## config.mk

```make
export PLATFORM = sky130hd
export DESIGN_NAME = aer_event_receiver_flat
export DESIGN_NICKNAME = d
export VERILOG_FILES = /design/src/rtl/aer_event_receiver_if.sv /design/src/rtl/aer_event_receiver.sv /design/src/flat_wrapper.sv
export SDC_FILE = /design/constraint.sdc
export NUM_CORES = 1
export LEC_CHECK = 0
export ABC_AREA = 1
export BUFFER_PORTS_ARGS = -buffer_cell sky130_fd_sc_hd__buf_2
export CAP_MARGIN = 20
export CORE_MARGIN = 5
export CORE_UTILIZATION = 50
export DETAILED_ROUTE_END_ITERATION = 16
export GPL_TIMING_DRIVEN = 0
export PLACE_DENSITY = 0.7
export SETUP_SLACK_MARGIN = 0.2
export SYNTH_ARGS = -nofsm -noshare
export SYNTH_HDL_FRONTEND = slang
export SYNTH_SLANG_ARGS = --single-unit
```

## constraint.sdc

```tcl
create_clock -name CLK -period 2.4 [get_ports CLK]
set_input_delay 0.6 -clock CLK [delete_from_list [all_inputs] [get_ports CLK]]
set_output_delay 0.6 -clock CLK [all_outputs]
set_load 0.02 [all_outputs]
```

## src/rtl/aer_event_receiver_if.sv

```systemverilog
// Bus bundle for the AER receiver: four-phase encoder handshake on one side,
// valid/ready event stream plus status toward the SNN core on the other.
interface aer_event_receiver_if #(
    parameter int ADDR_BITS  = 10,
    parameter int FIFO_DEPTH = 8
);
    localparam int LEVEL_BITS = $clog2(FIFO_DEPTH) + 1;

    logic [ADDR_BITS-1:0]  AERIN_ADDR;
    logic                  AERIN_REQ;
    logic                  AERIN_ACK;
    logic [ADDR_BITS-1:0]  EVT_ADDR;
    logic                  EVT_VALID;
    logic                  EVT_READY;
    logic [LEVEL_BITS-1:0] FIFO_LEVEL;
    logic [15:0]           DROP_CNT;

    // Environment side: encoder and core
    modport master (
        output AERIN_ADDR, AERIN_REQ, EVT_READY,
        input  AERIN_ACK, EVT_ADDR, EVT_VALID, FIFO_LEVEL, DROP_CNT
    );

    // Receiver side
    modport slave (
        input  AERIN_ADDR, AERIN_REQ, EVT_READY,
        output AERIN_ACK, EVT_ADDR, EVT_VALID, FIFO_LEVEL, DROP_CNT
    );
endinterface

```

## src/rtl/aer_event_receiver.sv

```systemverilog
// AER four-phase receiver: synchronizes REQ, acknowledges one event per handshake
// into a first-word-fall-through FIFO. Optional macro AER_ADDR_FILTER_EN drops
// events whose two address MSBs are non-zero and counts them in DROP_CNT.
module aer_event_receiver #(
    parameter int ADDR_BITS  = 10,
    parameter int FIFO_DEPTH = 8
) (
    input logic               CLK,
    input logic               RST,
    aer_event_receiver_if.slave bus
);
    localparam int PTR_BITS   = $clog2(FIFO_DEPTH);
    localparam int LEVEL_BITS = PTR_BITS + 1;

    typedef enum logic {IDLE, ACK} state_t;

    state_t                state;
    state_t                state_next;
    logic                  req_meta;
    logic                  req_s;
    logic                  ack_q;
    logic                  ack_next;
    logic                  accept;
    logic                  filtered;
    logic                  push;
    logic                  pop;
    logic                  full;
    logic                  empty;
    logic [PTR_BITS-1:0]   wr_ptr;
    logic [PTR_BITS-1:0]   rd_ptr;
    logic [LEVEL_BITS-1:0] level;
    logic [15:0]           drop_cnt;
    logic [ADDR_BITS-1:0]  mem [FIFO_DEPTH];

    always_ff @(posedge CLK) begin
        if (!RST) begin
            req_meta <= 1'b0;
            req_s    <= 1'b0;
        end else begin
            req_meta <= bus.AERIN_REQ;
            req_s    <= req_meta;
        end
    end

    always_ff @(posedge CLK) begin
        if (!RST) begin
            state <= IDLE;
            ack_q <= 1'b0;
        end else begin
            state <= state_next;
            ack_q <= ack_next;
        end
    end

    // Full is judged on the current level only, so a same-cycle pop never frees a slot
    always_comb begin
        state_next = state;
        ack_next   = ack_q;
        accept     = 1'b0;
        case (state)
            IDLE: begin
                if (req_s && !full) begin
                    accept     = 1'b1;
                    ack_next   = 1'b1;
                    state_next = ACK;
                end
            end
            ACK: begin
                if (!req_s) begin
                    ack_next   = 1'b0;
                    state_next = IDLE;
                end
            end
            default: begin
                ack_next   = 1'b0;
                state_next = IDLE;
            end
        endcase
    end

    assign full  = (level == LEVEL_BITS'(FIFO_DEPTH));
    assign empty = (level == '0);
    assign push  = accept && !filtered;
    assign pop   = !empty && bus.EVT_READY;

`ifdef AER_ADDR_FILTER_EN
    assign filtered = (bus.AERIN_ADDR[ADDR_BITS-1 -: 2] != 2'b00);

    always_ff @(posedge CLK) begin
        if (!RST) begin
            drop_cnt <= 16'h0000;
        end else if (accept && filtered && (drop_cnt != 16'hFFFF)) begin
            drop_cnt <= drop_cnt + 16'd1;
        end
    end
`else
    assign filtered = 1'b0;
    assign drop_cnt = 16'h0000;
`endif

    always_ff @(posedge CLK) begin
        if (push) begin
            mem[wr_ptr] <= bus.AERIN_ADDR;
        end
    end

    // Power-of-two depth lets the pointers wrap by natural overflow
    always_ff @(posedge CLK) begin
        if (!RST) begin
            wr_ptr <= '0;
            rd_ptr <= '0;
            level  <= '0;
        end else begin
            if (push) begin
                wr_ptr <= wr_ptr + PTR_BITS'(1);
            end
            if (pop) begin
                rd_ptr <= rd_ptr + PTR_BITS'(1);
            end
            case ({push, pop})
                2'b10:   level <= level + LEVEL_BITS'(1);
                2'b01:   level <= level - LEVEL_BITS'(1);
                default: level <= level;
            endcase
        end
    end

    assign bus.AERIN_ACK  = ack_q;
    assign bus.EVT_VALID  = !empty;
    assign bus.EVT_ADDR   = empty ? '0 : mem[rd_ptr];
    assign bus.FIFO_LEVEL = level;
    assign bus.DROP_CNT   = drop_cnt;
endmodule

```

## src/flat_wrapper.sv

```systemverilog
// flat-port wrapper written by rule: the top's interface ports become plain ports
module aer_event_receiver_flat 
#(
    parameter int ADDR_BITS  = 10,
    parameter int FIFO_DEPTH = 8
)
  (CLK, RST, bus_AERIN_ADDR, bus_AERIN_REQ, bus_EVT_READY, bus_AERIN_ACK, bus_EVT_ADDR, bus_EVT_VALID, bus_FIFO_LEVEL, bus_DROP_CNT);
  aer_event_receiver_if #(.ADDR_BITS(ADDR_BITS), .FIFO_DEPTH(FIFO_DEPTH)) bus_i ();
  input logic CLK;
  input logic RST;
  input wire logic [$bits(bus_i.AERIN_ADDR)-1:0] bus_AERIN_ADDR;
  input wire logic [$bits(bus_i.AERIN_REQ)-1:0] bus_AERIN_REQ;
  input wire logic [$bits(bus_i.EVT_READY)-1:0] bus_EVT_READY;
  output wire logic [$bits(bus_i.AERIN_ACK)-1:0] bus_AERIN_ACK;
  output wire logic [$bits(bus_i.EVT_ADDR)-1:0] bus_EVT_ADDR;
  output wire logic [$bits(bus_i.EVT_VALID)-1:0] bus_EVT_VALID;
  output wire logic [$bits(bus_i.FIFO_LEVEL)-1:0] bus_FIFO_LEVEL;
  output wire logic [$bits(bus_i.DROP_CNT)-1:0] bus_DROP_CNT;
  assign bus_i.AERIN_ADDR = bus_AERIN_ADDR;
  assign bus_i.AERIN_REQ = bus_AERIN_REQ;
  assign bus_i.EVT_READY = bus_EVT_READY;
  assign bus_AERIN_ACK = bus_i.AERIN_ACK;
  assign bus_EVT_ADDR = bus_i.EVT_ADDR;
  assign bus_EVT_VALID = bus_i.EVT_VALID;
  assign bus_FIFO_LEVEL = bus_i.FIFO_LEVEL;
  assign bus_DROP_CNT = bus_i.DROP_CNT;
  aer_event_receiver #(.ADDR_BITS(ADDR_BITS), .FIFO_DEPTH(FIFO_DEPTH)) u_core (.CLK(CLK), .RST(RST), .bus(bus_i));
endmodule
```

# After elaboration in Yosys (flattened, before gate mapping)
# Memories as Yosys holds them, arrays and structs flattened. A register that Yosys moved wholly into a read port is not among the register bits.
# Index checks and enable logic that the tools add are counted.
dict set report totals {
  regBits 14
  mem_bits_rw 80
  inputBits 14
  out_inout_bits 32
  word_cells 38
  n_memories 1
}
dict set report classes {
  n_addsub 4
  eq_ne 5
  mux 13
  n_bitwise 1
  reduce_logical 7
}
# memory words width rd rd_ports_with_merged_regs write_ports line_no
set memory_table {}
lappend memory_table {u_core.mem 8 10 1 1 1 aer_event_receiver.sv:33} ;# logic [ADDR_BITS-1:0] mem [FIFO_DEPTH];
# operator count
set op_table {}
lappend op_table {{$mux 10} 1}
lappend op_table {{$pmux 4 s2} 1}
lappend op_table {{$mux 1} 7}
lappend op_table {{$add 3x1->3 const B} 2}
lappend op_table {{$mux 3} 2}
lappend op_table {{$add 4x1->4 const B} 1}
lappend op_table {{$eq 4x4->1 const B} 1}
lappend op_table {{$logic_not 4->1} 1}
lappend op_table {{$pmux 1 s2} 2}
lappend op_table {{$sub 4x1->4 const B} 1}
lappend op_table {{$eq 2x1->1 const B} 1}
lappend op_table {{$eq 2x2->1 const B} 1}
lappend op_table {{$logic_and 1x1->1} 2}
lappend op_table {{$logic_not 1->1} 2}
lappend op_table {{$ne 2x1->1 const B} 1}
lappend op_table {{$ne 2x2->1 const B} 1}
lappend op_table {{$reduce_and 2->1} 1}
lappend op_table {{$reduce_bool 2->1} 1}
lappend op_table {{$not 1->1} 1}

# Longest topological paths before layout
# Gate-level depths: netlist (run 1).
dict set report depth {
  word_depth 7
  ltp_mapped 14
  ltp_nobuf 14
}

# Least setup slack after synthesis (run 1)
# No wires, ideal clock.
dict set report synth_path {
  kind {register to register}
  from {register u_core.level[2], in the netlist u_core.bus.FIFO_LEVEL[2]}
  to {memory u_core.mem[0][0] (enable)}
  setup_ns 0.390
  t_arrival_ns 1.721
  required_ns 2.010
  slack_ns 0.290
  stages_incl_launch_ff 6
  path_buffers 1
  period_less_slack_ns 2.110
  cell_sequence {dfxtp_1 inv_1 nand3_2 nand3_2 buf_2 nor3_1}
}
dict set report synth_via {
  elab_chain_cells 7
}
# element line_no
set synth_lines {}
lappend synth_lines {{from (decl)} aer_event_receiver.sv:31} ;# logic [LEVEL_BITS-1:0] level;
lappend synth_lines {{from (signal assigned)} aer_event_receiver.sv:121} ;# 2'b10: level <= level + LEVEL_BITS'(1);
lappend synth_lines {{from (signal assigned)} aer_event_receiver.sv:122} ;# 2'b01: level <= level - LEVEL_BITS'(1);
lappend synth_lines {{from (signal assigned)} aer_event_receiver.sv:123} ;# default: level <= level;
lappend synth_lines {{$eq 4x4->1} aer_event_receiver.sv:81} ;# assign full = (level == LEVEL_BITS'(FIFO_DEPTH));
lappend synth_lines {{$logic_not 1->1} aer_event_receiver.sv:62} ;# if (req_s && !full) begin
lappend synth_lines {{$logic_and 1x1->1} aer_event_receiver.sv:62}
lappend synth_lines {{$mux 1} aer_event_receiver.sv:62}
lappend synth_lines {{$mux 1} aer_event_receiver.sv:60} ;# case (state)
lappend synth_lines {{$mux 1} aer_event_receiver.sv:102} ;# if (push) begin
lappend synth_lines {{$mux 1 (not written as such)} aer_event_receiver.sv:103} ;# mem[wr_ptr] <= bus.AERIN_ADDR;
lappend synth_lines {{to (decl)} aer_event_receiver.sv:33}
# No other way between the ends.

==> results.tsv, run 1 <==
stage	metric	value	unit
critical_path	max_stage_delay	420	ps
routing	firstDrtPassIters	4	
logic_synthesis	yosys_warnings	0	
logic_synthesis	synth_top_area_share	59.4	%
critical_path	critical_path_class	register to output port	
placed_design	io_buffers	28	
timing	maxSlewViolCount	0	
timing	worst_slew_pin_slew	972	ps
min_path	hp-start	bus_AERIN_REQ	
clock_network	cts_root_buf	clkbuf_8	
critical_path	r2r_slack	340	ps
critical_path	path_cells	buf_6, o21ai_0, o211ai_1, nand2_1, nor2_2, buf_4	
floorplan	io-pin-count	46	
min_path	hold_path_depth	3	
critical_path	worst_setup_path_start_kind	register	
critical_path	cp.arrival	1680	ps
logic_synthesis	synthSimpleGateAreaFrac	12.1	%
routing	drtIter0Drc	154	
routing	vias	2692	
timing	fin_crit_sh	95.2	%
logic_synthesis	async_reset_ff_share	0	%
global_route	grt_pass1_wl	13.4	mm
logic_synthesis	synth_cells	359	
pwr	power.density	1040	nW/um2
logic_synthesis	synth_compound_area_share	10.8	%
floorplan	rows	32	
timing	finalSetupViolations	0	
clock_network	clk_pin_slew_worst_paths	90	ps
floorplan	die_h	100	um
critical_path	r2r-start	u_core.bus.FIFO_LEVEL[2]	
floorplan	start_util	51.8	%
run_status	outcome	finished, final reports clean	
clock_network	htreeDepth	3	
logic_synthesis	synth_seq_cells	97	
timing	hold_viol_final	0	
timing	slew_headroom	34.8	%
placed_design	post_dp_cell_area	4410	um2
critical_path	r2r_cells	13	
floorplan	die_x	100	um
routing	post_drt_via_cell_ratio	5.13	
critical_path	critPathBufInv	2	
logic_synthesis	synth_most_common_cell	edfxtp_1	
logic_synthesis	synthTopCellsByCount	edfxtp_1 (80), nor2_1 (76), o21ai_1 (31)	
logic_synthesis	synth_mux_area_share	0	%
logic_synthesis	synth_fa_ha_area_share	1.55	%
final_layout	n_antenna_cell	0	
logic_synthesis	synth.area.top_cells	edfxtp_1 (59%), dfxtp_1 (8.4%), nor2_1 (7.1%)	
final_layout	final_area	4780	um2
placed_design	gp_congestion	0.827	
final_layout	drive_gt1_share	25.3	%
timing	rsz0062_at_grt	yes	
critical_path	cp_max_fo	10	
pwr	vdd_drop_max	0.000549	V
global_route	grt.total_usage	17.9	%
timing	setup-tns-final	0	ps
logic_synthesis	synth_top_family_by_area	simple AND/OR/NAND/NOR gates	
timing	fmax	438	MHz
global_route	grt_pass1_vias	2656	
global_route	grt_max_degree	19	
clock_network	cts_buffers	9	
logic_synthesis	avgSynthCellArea	11.3	um2
logic_synthesis	yosysUniqueCellTypes	23	
routing	finalWirelength	8.61	mm
critical_path	critPathTopFamily	flip-flops	
logic_synthesis	synthFlopType	edfxtp_1	
timing	period_needed	2280	ps
routing	wl_per_cell	16.4	um
pwr	p_leak	1.84	nW
pwr	power	0.00498	W
routing	ant_nets	0	
critical_path	cp-end-kind	output port	
clock_network	cts_buffer_depth	2	
clock_network	cts.sinks	97	
logic_synthesis	yosysTopAreaCell	edfxtp_1	
critical_path	r2r-end	u_core.bus.FIFO_LEVEL[2]	
global_route	antenna_found_initial	0	
logic_synthesis	synthXorXnorAreaFrac	0.866	%
critical_path	critPathSlowestCell	dfxtp_4	
logic_synthesis	netlist_area	4050	um2
min_path	hold_path_class	input pin to register	
global_route	grt.overflow.total	0	
final_layout	final_nets	437	
placed_design	dp_hpwl	5.56	mm
floorplan	dieArea	9990	um2
critical_path	cp.required	1800	ps
logic_synthesis	synth_edf_count	80	
routing	post-route-drc-count	0	
logic_synthesis	ys_seq_area_share	67.8	%
min_path	holdPathEnd	u_core.req_meta	
clock_network	cts_tree	yes	
floorplan	core_area	7810	um2
run	max-cap-violations	0	
final_layout	syn2layout_area_growth	18.1	%
clock_network	clk_latency	370	ps
timing	clock-skew-final	15.7	ps
[cells in the final DEF (no fill, tap or decap), types with 2 or more instances in the layout]
cell type and count:
dfxtp_2 3, o21ai_1 31, nor3_2 7, inv_6 4
inv_1 17, dfxtp_1 12, nand2_1 27, ha_1 4
buf_4 31, buf_2 20, clkinv_4 2, xnor2_1 2
clkbuf_8 9, a21oi_1 10, nor2_1 69, nand3_1 5
conb_1 16, o211ai_1 12, edfxtp_1 80, nor2_2 9
buf_6 11, dfxtp_4 2, o21ai_0 16, xor2_1 2
o22ai_1 10
[metal layers]
metal,track usage (%),vias to the layer above,wire (um)
li1,-,1340,-
met1,22.9,1244,3590
met2,29.1,94,4270
met3,4.38,14,584
met4,7.46,0,161
met5,0,-,0
[area by class of cell]
cell class                 instances  area, um2
fill                             602       3030
sequential                        97       2750
multi-input combinational        225       1150
buffer                            32        277
timing repair buffer              33        204
tap                              102        128
clock buffer                       9        124
inverter                          20       83.8
clock inverter                     7       60.1
[flip-flops by register name, summed over array words and instances, names as in the netlist, named ones only]
signal and flops:
u_core.req_s 1, u_core.bus.AERIN_ACK 1, u_core.mem 80, u_core.state 1
u_core.req_meta 1, u_core.rd_ptr 3, u_core.wr_ptr 3, u_core.bus.FIFO_LEVEL 4
[through the flow]
stage          cells  worst slack (ps)  hold WS, ps  util, %
2_1_floorplan    374               290          390        -
3_3_place_gp     504              -195          400     56.0
3_5_place_dp     505               127          412     56.5
4_1_cts          525               157          406     60.7
5_1_grt          525              64.4          412     61.2
6_report         525               116          417     61.2
[worst min-delay path: stages]
cell	delay, ps
buf_2	70
nand2_1	40
inv_1	40
[report_power, final]
group / leakage (nW) / internal, W / switching, W / total, W
combinational: 0.878 / 0.000780 / 0.00120 / 0.00198
sequential: 0.862 / 0.00191 / 0.0000951 / 0.00200
clock: 0.0965 / 0.000397 / 0.000598 / 0.000995
total: 1.84 / 0.00309 / 0.00189 / 0.00498
[kinds of logic after synthesis]
| kind of cell | Yosys count |
|---|---|
| AO/OA/AOI/OAI | 79 |
| buffers and inverters | 52 |
| AND/OR/NAND/NOR | 121 |
| other | 1 |
| XOR/XNOR | 4 |
| adder cells (fa/ha/maj) | 5 |
| flip-flops | 97 |
[timing repair]
action	in CTS	in global routing
gates cloned	3	0
hold endpoints to repair	0	0
hold buffers	0	0
endpoints found under the setup margin	11	58
buffers inserted	1	0
gates resized for setup	46	14
pin swaps	4	3
[worst max path at each step]
stage,start,end,slack [ps],cells past startpoint
final,register,bus_EVT_ADDR[6],120,6
after global routing,register,bus_EVT_ADDR[9],60,8
after CTS,register,bus_EVT_ADDR[6],160,6
after detailed placement,u_core.bus.FIFO_LEVEL[0],u_core.bus.FIFO_LEVEL[2],130,13
after global placement,u_core.bus.FIFO_LEVEL[2],u_core.mem[5][7],-190,5
after floorplan,u_core.bus.FIFO_LEVEL[2],u_core.mem[0][0],290,5
Note: power is estimated with default switching activity, not from simulation.
==> run 2, diff against run 1 <==
Settings changed: CTS_CLUSTER_DIAMETER set to 200, PLACE_DENSITY 0.7 to 0.71.
==> run 2 against run 1 <==
Global-route usage fell by 0.13 points. Final cell count grew 0.19%. Via count up 2.0%. Utilization is 0.58 points higher. Sequential power barely moved. Sequential share of layout area decreased by 0.54 points.
==> results.tsv, run 2 (same netlist as run 1, synthesis figures left out) <==
stage	metric	value	unit
run_status	outcome	finished, final reports clean	
timing	fin_crit_sh	93.5	%
final_layout	largest_reg_flops	80	
pwr	p_int	0.00312	W
timing	holdWs	414	ps
pwr	power.density	1050	nW/um2
global_route	grt_pass1_vias	2699	
placed_design	io_buffers	28	
pwr	power_frac_seq	39.6	%
routing	wl_met3	612	um
pwr	p_leak	1.85	nW
critical_path	critical_path_class	register to output port	
placed_design	dp_hpwl	5.72	mm
final_layout	stdcell_count	526	
placed_design	dp_cells	506	
routing	met2_length	4.34	mm
global_route	grt_pass1_wl	13.6	mm
timing	worst_slew_pin_slew	945	ps
critical_path	worst_setup_path_start_kind	register	
pwr	vdd_drop_max	0.000634	V
global_route	grt.total_usage	17.8	%
timing	fmax	446	MHz
final_layout	regMostFlops	u_core.mem	
routing	firstDrtPassIters	5	
routing	drtIter0Drc	165	
global_route	grt.overflow.total	0	
clock_network	cts_buffer_depth	2	
routing	post-route-drc-count	0	
timing	setup-tns-final	0	ps
timing	period_needed	2240	ps
routing	wl_per_cell	16.3	um
critical_path	cp.arrival	1640	ps
floorplan	rows	32	
pwr	clockPowerShare	20.3	%
pwr	p_switching	0.00193	W
routing	wl_met1	3.51	mm
routing	post_drt_via_cell_ratio	5.22	
placed_design	gp_congestion	0.791	
final_layout	fillCellCount	623	
floorplan	core_area	7810	um2
final_layout	drive_gt1_share	26.9	%
final_layout	n_antenna_cell	0	
pwr	switching_share	38.2	%
routing	vias	2745	
clock_network	ctsHoldBuffers	0	
final_layout	final_common_cell	edfxtp_1	
min_path	hold_path_class	input pin to register	
floorplan	start_util	51.8	%
routing	highest_layer	met4	
floorplan	die_x	100	um
clock_network	cts_tree	yes	
final_layout	final_cell_mix	edfxtp_1 (80), nor2_1 (69), o21ai_1 (32), buf_4 (27), nand2_1 (27)	
clock_network	cts.sinks	97	
timing	clock-skew-final	17.0	ps
clock_network	htreeDepth	3	
global_route	antenna_found_initial	0	
timing	finalSetupViolations	0	
routing	ant_nets	0	
final_layout	utilization	61.8	%
placed_design	post_dp_cell_area	4410	um2
timing	maxSlewViolCount	0	
critical_path	cp.required	1800	ps
timing	slew_headroom	36.7	%
floorplan	die_h	100	um
critical_path	cp-end-kind	output port	
clock_network	cts_root_buf	clkbuf_8	
final_layout	final_nets	438	
timing	rsz0062_at_grt	yes	
final_layout	syn2layout_area_growth	19.2	%
floorplan	dieArea	9990	um2
run	max-cap-violations	0	
floorplan	io-pin-count	46	
routing	finalWirelength	8.58	mm
clock_network	clk_pin_slew_worst_paths	100	ps
critical_path	cp_max_fo	6	
final_layout	final_area	4820	um2
pwr	pwr-share-comb	40.2	%
global_route	grt_max_degree	20	
timing	hold_viol_final	0	
clock_network	clk_latency	370	ps
clock_network	cts_buffers	9	
run 2: per-layer routing:
layer	global-route usage [%]	vias up
met2	30.1	86
met4	5.46	0
met3	4.03	12
met5	0	-
met1	22.7	1296
li1	-	1351
run 2: final timing paths:
| kind | endpoint | startpoint | slack (ps) | cells after the start |
|---|---|---|---|---|
| worst max register to register | u_core.bus.FIFO_LEVEL[2] | u_core.bus.FIFO_LEVEL[0] | 360 | 13 |
| worst min register to register | u_core.req_s | u_core.req_meta | 430 | 2 |
| worst max-delay path | bus_EVT_ADDR[1] | register | 160 | 7 |
| worst min-delay path | u_core.req_meta | bus_AERIN_REQ | 410 | 3 |
run 2: area by class of cell:
type	instances	area [um2]	area share [%]
Clock buffer	9	124	2.57
Multi-Input combinational cell	225	1170	24.3
Buffer	32	272	5.63
Inverter	20	77.6	1.61
Timing Repair Buffer	34	229	4.75
Tap cell	102	128	2.65
Sequential cell	97	2750	57.1
Clock inverter	7	68.8	1.43
run 2: power by group through the flow:
stage,sequential [W],combinational (W),clock (W)
after detailed placement,0.00201,0.00166,0
after global placement,0.00200,0.00162,0
after CTS,0.00199,0.00193,0.00104
final,0.00200,0.00203,0.00102
after floorplan,0.00202,0.00114,0
after global routing,0.00201,0.00220,0.00112
run 2: timing repair:
action	CTS	global route
cloned	1	0
pin swaps	9	16
hold endpoints to repair	0	0
gates resized for setup	53	22
buffers inserted	3	0
setup endpoints to repair	12	53
run 2: worst max-delay path, cell delays in order, from the launching register on:
cell      delay [ps]
dfxtp_4          420
buf_6            140
buf_8            130
o21ai_2           60
o211ai_1         170
nand2_1          120
nor2_2           110
buf_4            140
run 2: through the flow:
step | power (W) | setup slack [ps]
floorplan | 0.00316 | 290
global placement | 0.00363 | -188
detailed placement | 0.00367 | 181
CTS | 0.00496 | 180
global route | 0.00533 | 51.2
finish | 0.00505 | 156
